File: src/rtl/banco_seq.sv
// Single-issue command sequencer for the 4x8 banco register bank.
// Define BANCO_SEQ_FLAGS_EN to add the zero/carry flag outputs.
module banco_seq #(
  parameter int DATA_W = 8,
  parameter int ADDR_W = 2
) (
  input  logic              clk,
  input  logic              rst,
  input  logic              cmd_valid,
  output logic              cmd_ready,
  input  logic [2:0]        cmd_op,
  input  logic [ADDR_W-1:0] cmd_dst,
  input  logic [ADDR_W-1:0] cmd_src0,
  input  logic [ADDR_W-1:0] cmd_src1,
  input  logic [DATA_W-1:0] cmd_imm,
  output logic [ADDR_W-1:0] add_rd0,
  output logic [ADDR_W-1:0] add_rd1,
  input  logic [DATA_W-1:0] rd0,
  input  logic [DATA_W-1:0] rd1,
  output logic [ADDR_W-1:0] add_wr,
  output logic              wr_en,
  output logic [DATA_W-1:0] wr_data,
  output logic              busy,
  output logic              done,
  output logic [DATA_W-1:0] result
`ifdef BANCO_SEQ_FLAGS_EN
  ,
  output logic              flag_z,
  output logic              flag_c
`endif
);

  typedef enum logic [1:0] {
    S_IDLE,
    S_EXEC,
    S_WRITE,
    S_DONE
  } state_t;

  localparam logic [2:0] OP_MOV = 3'b000;
  localparam logic [2:0] OP_ADD = 3'b001;
  localparam logic [2:0] OP_SUB = 3'b010;
  localparam logic [2:0] OP_AND = 3'b011;
  localparam logic [2:0] OP_OR  = 3'b100;
  localparam logic [2:0] OP_XOR = 3'b101;
  localparam logic [2:0] OP_LDI = 3'b110;
  localparam logic [2:0] OP_NOP = 3'b111;

  state_t              state_q, state_d;
  logic [2:0]          op_q, op_d;
  logic [ADDR_W-1:0]   dst_q, dst_d;
  logic [ADDR_W-1:0]   src0_q, src0_d;
  logic [ADDR_W-1:0]   src1_q, src1_d;
  logic [DATA_W-1:0]   imm_q, imm_d;
  logic [DATA_W-1:0]   result_q, result_d;
  logic                wr_en_q, wr_en_d;
  logic                done_q, done_d;
  logic [DATA_W-1:0]   alu_res;
`ifdef BANCO_SEQ_FLAGS_EN
  logic                flag_z_q, flag_z_d;
  logic                flag_c_q, flag_c_d;
`endif

  always_comb begin
    alu_res = '0;
    unique case (op_q)
      OP_MOV:  alu_res = rd0;
      OP_ADD:  alu_res = rd0 + rd1;
      OP_SUB:  alu_res = rd0 - rd1;
      OP_AND:  alu_res = rd0 & rd1;
      OP_OR:   alu_res = rd0 | rd1;
      OP_XOR:  alu_res = rd0 ^ rd1;
      OP_LDI:  alu_res = imm_q;
      OP_NOP:  alu_res = result_q;
      default: alu_res = '0;
    endcase
  end

  always_comb begin
    state_d  = state_q;
    op_d     = op_q;
    dst_d    = dst_q;
    src0_d   = src0_q;
    src1_d   = src1_q;
    imm_d    = imm_q;
    result_d = result_q;
    wr_en_d  = 1'b0;
    done_d   = 1'b0;
`ifdef BANCO_SEQ_FLAGS_EN
    flag_z_d = flag_z_q;
    flag_c_d = flag_c_q;
`endif
    unique case (state_q)
      S_IDLE: begin
        if (cmd_valid) begin
          op_d    = cmd_op;
          dst_d   = cmd_dst;
          src0_d  = cmd_src0;
          src1_d  = cmd_src1;
          imm_d   = cmd_imm;
          state_d = S_EXEC;
        end
      end
      S_EXEC: begin
        if (op_q == OP_NOP) begin
          state_d = S_DONE;
          done_d  = 1'b1;
        end else begin
          result_d = alu_res;
          state_d  = S_WRITE;
          wr_en_d  = 1'b1;
`ifdef BANCO_SEQ_FLAGS_EN
          // Wrap-around detection avoids a wider adder for the carry.
          if (op_q inside {OP_ADD, OP_SUB, OP_AND, OP_OR, OP_XOR}) begin
            flag_z_d = (alu_res == '0);
            flag_c_d = 1'b0;
            if (op_q == OP_ADD) flag_c_d = (alu_res < rd0);
            if (op_q == OP_SUB) flag_c_d = (rd0 < rd1);
          end
`endif
        end
      end
      S_WRITE: begin
        state_d = S_DONE;
        done_d  = 1'b1;
      end
      S_DONE: state_d = S_IDLE;
      default: state_d = S_IDLE;
    endcase
  end

  always_ff @(posedge clk) begin
    if (!rst) begin
      state_q  <= S_IDLE;
      op_q     <= '0;
      dst_q    <= '0;
      src0_q   <= '0;
      src1_q   <= '0;
      imm_q    <= '0;
      result_q <= '0;
      wr_en_q  <= 1'b0;
      done_q   <= 1'b0;
`ifdef BANCO_SEQ_FLAGS_EN
      flag_z_q <= 1'b0;
      flag_c_q <= 1'b0;
`endif
    end else begin
      state_q  <= state_d;
      op_q     <= op_d;
      dst_q    <= dst_d;
      src0_q   <= src0_d;
      src1_q   <= src1_d;
      imm_q    <= imm_d;
      result_q <= result_d;
      wr_en_q  <= wr_en_d;
      done_q   <= done_d;
`ifdef BANCO_SEQ_FLAGS_EN
      flag_z_q <= flag_z_d;
      flag_c_q <= flag_c_d;
`endif
    end
  end

  assign cmd_ready = rst && (state_q == S_IDLE);
  assign busy      = (state_q != S_IDLE);
  assign done      = done_q;
  assign wr_en     = wr_en_q;
  assign add_rd0   = src0_q;
  assign add_rd1   = src1_q;
  assign add_wr    = dst_q;
  assign wr_data   = result_q;
  assign result    = result_q;
`ifdef BANCO_SEQ_FLAGS_EN
  assign flag_z    = flag_z_q;
  assign flag_c    = flag_c_q;
`endif

endmodule

File: config.mk
export PLATFORM = sky130hd
export DESIGN_NAME = banco_seq
export DESIGN_NICKNAME = d
export VERILOG_FILES = /design/src/rtl/banco_seq.sv
export SDC_FILE = /design/constraint.sdc
export NUM_CORES = 1
export LEC_CHECK = 0
export BUFFER_PORTS_ARGS = -buffer_cell sky130_fd_sc_hd__buf_2
export CORE_MARGIN = 1.5
export CORE_UTILIZATION = 45
export CTS_CLUSTER_DIAMETER = 150
export CTS_CLUSTER_SIZE = 12
export DETAILED_ROUTE_END_ITERATION = 16
export PLACE_DENSITY = 0.76
export SYNTH_ARGS = -nofsm -noshare
export SYNTH_HDL_FRONTEND = slang
export SYNTH_SLANG_ARGS = --single-unit
export TNS_END_PERCENT = 10
File: constraint.sdc
create_clock -name clk -period 3 [get_ports clk]
set_input_delay 0.6 -clock clk [delete_from_list [all_inputs] [get_ports clk]]
set_output_delay 0.6 -clock clk [all_outputs]
set_load 0.005 [all_outputs]
# Word-level counts from Yosys, hierarchy flattened
# Index checks and enable logic that the tools add are counted.
[totals]
word_cells = 40
out_inout_bits = 26
reg_bits = 29
[classes]
reduce_logical = 7
n_mux = 7
n_eq_ne = 11
add_sub_neg = 2
bitwise_logic = 4
[op_table]
columns = ["op", "count"]
rows = [
  ["$pmux 8 s7", 1],
  ["$eq 3x3->1 const B", 4],
  ["$add 8x8->8", 1],
  ["$and 8x8->8", 1],
  ["$or 8x8->8", 1],
  ["$pmux 2 s4", 1],
  ["$sub 8x8->8", 1],
  ["$xor 8x8->8", 1],
  ["$eq 3x2->1 const B", 2],
  ["$reduce_and 2->1", 3],
  ["$eq 2x2->1 const B", 2],
  ["$eq 3x1->1 const B", 1],
  ["$logic_not 3->1", 1],
  ["$mux 1", 3],
  ["$eq 2x1->1 const B", 1],
  ["$logic_not 2->1", 1],
  ["$mux 2", 1],
  ["$ne 2x2->1 const B", 1],
  ["$pmux 1 s2", 1],
  ["$reduce_bool 2->1", 1],
  ["$logic_and 1x1->1", 1],
  ["$not 1->1", 1],
]

# Depth between registers and ports, before layout
[depth]
word_depth = 3
ltp_mapped = 11
ltp_nobuf = 11

# Least setup slack after synthesis
# No wires, ideal clock.
[synth_path]
path_kind = "in2reg"
start = "input port rd1[0]"
end = "register result_q[6] (netlist: result[6])"
arrival_ns = 2.405
setup_slack_ns = 0.476
setup_ns = 0.120
path_buffers = 0
stages = 9
required_time_ns = 2.880
cell_sequence = "inv_1 ha_1 mux2_2 fa_1 nor2b_1 o31ai_1 a21o_1 and4bb_1 a211o_1"
[synth_between]
elab_chain_cells = 2
elab_cells_between_ends = 3
cone_classes = "add/sub (2); mux (1)"
[synth_rtl]
columns = ["element", "line", "text"]
rows = [
  ["start: declaration", "19", "input logic [DATA_W-1:0] rd1,"],
  ["$sub 8x8->8 or $add 8x8->8 (tied branches)", "69, 68", ""],
  ["$pmux 8 s7 *", "66", "unique case (op_q)"],
  ["end signal: assignment", "154", "result_q <= result_d;"],
  ["end: declaration", "55", "logic [DATA_W-1:0] result_q, result_d;"],
]
# Mark *: on every way between the ends. The rest lies on a longest branch, timed or not.
# A chain may end at the register's enable or synchronous reset.

# Worst setup path in the final report
[layout_path]
start = "register op_q[2]"
end = "register result_q[6] (netlist: result[6])"
[layout_between]
elab_chain_cells = 3
elab_cells_between_ends = 11
cone_classes = "eq/ne (7); mux (1); bitwise (1); reduce/logical (2)"
[layout_rtl]
columns = ["element", "line", "text"]
rows = [
  ["start: declaration", "50", "logic [2:0] op_q, op_d;"],
  ["start signal: assignment", "149", "op_q <= op_d;"],
  ["branches (longest 3 deep; another with $pmux 8 s7)", "--", ""],
]
# Parallel ways; which one is timed is not known.

==> impl_metrics.env <==
export IMPL_ctsRootBufferMaster="sky130_fd_sc_hd__clkbuf_8"
export IMPL_synthesis_area_um2=2450
export IMPL_critPathTopFamily="simple AND/OR/NAND/NOR gates"
export IMPL_io_buffers=61
export IMPL_ys_ff_latch=29
export IMPL_yosys_area_top_type_share_pct=23.7
export IMPL_timing_final_setup_violations=0
export IMPL_critPathBufInv=0
export IMPL_wire_length_per_cell_um=13.8
export IMPL_path_max_fanout=7
export IMPL_routed_via_count=2166
export IMPL_synth_cell_types=54
export IMPL_synth_fp_nets=363
export IMPL_seq_area_frac_synth_pct=23.7
export IMPL_unrepaired_setup_endpoints_after_global_routing="no"
export IMPL_synthesis_area_per_instance_um2=8.23
export IMPL_clock_skew_ns=0.00703
export IMPL_clock_path_buffers=2
export IMPL_cts_sink_count=29
export IMPL_floorplan_die_area_um2=5900
export IMPL_cts_hold_buffers=0
export IMPL_finalWorstSetupSlack_ns=0.454
export IMPL_slew_viol_final=0
export IMPL_largest_net_degree_at_the_start_of_global_routing=37
export IMPL_fin_nets=409
export IMPL_worst_setup_ep_type="flop"
export IMPL_coreArea_um2=5170
export IMPL_finalCriticalPeriod_ns=2.55
export IMPL_post_syn_instances=298
export IMPL_final_period_utilization_pct=84.9
export IMPL_grtUsageTotal_pct=20.4
export IMPL_slowest_stage="sky130_fd_sc_hd__fa_1"
export IMPL_io_pins=62
export IMPL_power_density_nw_per_um2=662
export IMPL_post_cts_setup_buffers=0
export IMPL_ir_drop_mv=0.420
export IMPL_vias_per_cell=5.22
export IMPL_layout_commonest_cell="sky130_fd_sc_hd__buf_2"
export IMPL_syn2layout_area_growth_pct=14.7
export IMPL_fin_tns_setup_ns=0
export IMPL_finalHoldViolations=0
export IMPL_synth_largest_area_cell="sky130_fd_sc_hd__dfxtp_1"
export IMPL_first_pass_grt_wire_length_um=9690
export IMPL_cp_slowest_stage_delay_ns=0.45
export IMPL_drt_drc_violations_left=0
export IMPL_clkTransAtPathRegs_ns=0.08
export IMPL_min_from="add_wr[0]$_SDFFE_PN0P_"
export IMPL_p_leak_nw=1.36
export IMPL_antenna_left=0
export IMPL_tritoncts_num_buffers=5
export IMPL_synthTopCellsByArea="sky130_fd_sc_hd__dfxtp_1 (24%), sky130_fd_sc_hd__ha_1 (14%), sky130_fd_sc_hd__nand2_1 (6.7%)"
export IMPL_worstSetupStartpoint="op_q[2]$_SDFFE_PN0P_"
export IMPL_r2r_start="op_q[2]$_SDFFE_PN0P_"
export IMPL_drt_iter0_drcs=151
export IMPL_critical_path_required_ns=3.18
export IMPL_fmax_mhz=393
export IMPL_floorplan_die_height_um=76.8
export IMPL_run_status="complete, no violations"
export IMPL_worstMarginPinSlew_ns=0.562
export IMPL_clk_insertion_delay_late_ns=0.28
export IMPL_critPathLaunchType="flop"
export IMPL_timing_hold_worst_class="flop to flop"
export IMPL_drt_first_pass_iters=4
export IMPL_via_count_of_the_first_global_routing_pass=2026
export IMPL_post_route_cells_drive_above_1_share_pct=24.1
export IMPL_synth_enable_flop_cells=0
export IMPL_ys_warnings_count=0
export IMPL_globalRoute_totalOverflow=0
export IMPL_worst_path_cell_trace="nor3b_4, mux2_2, fa_1, nor2b_1, o31ai_1, a21o_1, and4bb_1, a211o_1"
export IMPL_cts_resized=0
export IMPL_worst_setup_path_category="flop to flop"
export IMPL_max_cap_violations=0
export IMPL_globalplace_congestion=0.964
export IMPL_diodes=0
export IMPL_ys_flop_type="sky130_fd_sc_hd__dfxtp_1"
export IMPL_dpl_hpwl_um=4330
export IMPL_worstPathArrival_ns=2.73
export IMPL_initial_core_util_pct=47.4
export IMPL_final_cell_mix="sky130_fd_sc_hd__buf_2 (61), sky130_fd_sc_hd__nand2_1 (44), sky130_fd_sc_hd__dfxtp_1 (29)"
export IMPL_cts_tree="built"
export IMPL_timing_max_slew_rel_slack_pct=62.5
export IMPL_row_count=26
export IMPL_pre_cts_ws_ns=0.212
export IMPL_initial_antenna_violation_count=0
export IMPL_detailed_route_wl_um=5730
export IMPL_die_width_um=76.8
export IMPL_cts_htree_levels=2
export IMPL_async_flop_share_pct=0
[layout make-up]
class                   count  area (um^2)
fillers                   498         2360
multi-input cells         217         1600
flip-flops and latches     29          581
repair buffers             64          328
inverters                  27          101
well taps                  70         87.6
clock buffers               6         82.6
clock inverters             2         37.5
[per-stage QoR]
stage / utilization (%) / cells / area [um^2] / total power, mW / hold slack [ns]
global route: 54.4 / 415 / 2820 / 2.02 / 0.491
finish: 54.4 / 415 / 2820 / 1.86 / 0.464
floorplan: - / 298 / 2450 / 1.23 / 0.440
global placement: 52.1 / 407 / 2700 / 1.41 / 0.447
detailed placement: 52.1 / 407 / 2700 / 1.43 / 0.457
CTS: 54.4 / 415 / 2820 / 1.88 / 0.468
[layer usage]
layer | GRT usage [%] | vias up | share of wire (%)
met4 | 5.00 | 0 | 0.61
met5 | 0 | - | 0
li1 | - | 1123 | -
met2 | 33.5 | 71 | 46
met3 | 3.93 | 4 | 6.6
met1 | 27.3 | 968 | 47
[tightest hold or removal path: stages (launching register included)]
cell                       delay (ns)
sky130_fd_sc_hd__dfxtp_1         0.31
sky130_fd_sc_hd__nand2_1         0.05
sky130_fd_sc_hd__a21boi_0        0.06
[sequential cells by signal, summed over array words and instances, names as in the netlist]
signal and count:
imm_q 8, result 8, op_q 3, add_rd0 2
add_rd1 2, add_wr 2, state_q 2, done 1
wr_en 1
[Yosys cell counts (3+ instances only)]
library cell	count
sky130_fd_sc_hd__and2_1	4
sky130_fd_sc_hd__a21boi_0	18
sky130_fd_sc_hd__inv_1	27
sky130_fd_sc_hd__and3_1	4
sky130_fd_sc_hd__o21a_1	6
sky130_fd_sc_hd__clkbuf_1	5
sky130_fd_sc_hd__mux2i_1	4
sky130_fd_sc_hd__nand2_1	44
sky130_fd_sc_hd__nor2b_1	4
sky130_fd_sc_hd__nor2_1	11
sky130_fd_sc_hd__nand2b_1	3
sky130_fd_sc_hd__buf_6	4
sky130_fd_sc_hd__a21oi_1	13
sky130_fd_sc_hd__o211a_1	3
sky130_fd_sc_hd__o21ai_0	8
sky130_fd_sc_hd__dfxtp_1	29
sky130_fd_sc_hd__buf_4	12
sky130_fd_sc_hd__a211oi_1	3
sky130_fd_sc_hd__ha_1	28
sky130_fd_sc_hd__buf_2	4
sky130_fd_sc_hd__xnor2_1	8
sky130_fd_sc_hd__o31ai_1	5
sky130_fd_sc_hd__o211ai_1	4
sky130_fd_sc_hd__nand3_1	3
sky130_fd_sc_hd__o221ai_1	4
sky130_fd_sc_hd__a31oi_1	3
[power by group]
group	internal [mW]	switching, mW
Clock	0.270	0.169
Sequential	0.480	0.0578
Combinational	0.382	0.504
[logic make-up after synthesis]
group | synth area share, %
multiplexers | 3.01
AND/OR/NAND/NOR | 17.8
AO/OA/AOI/OAI | 25.3
adder cells (fa/ha/maj) | 15.1
buffers and inverters | 11.2
flip-flops | 23.7
XOR/XNOR | 3.88
[final timing paths]
check / end / slack [ns] / cells after the start
hold / removal: add_wr[0]$_SDFFE_PN0P_ / 0.46 / 2
setup / recovery: result[6]$_SDFFE_PN0P_ / 0.45 / 8
setup reg to reg: result[6]$_SDFFE_PN0P_ / 0.45 / 8
hold reg to reg: add_wr[0]$_SDFFE_PN0P_ / 0.46 / 2
No activity file was read; power rests on OpenSTA's default activity.
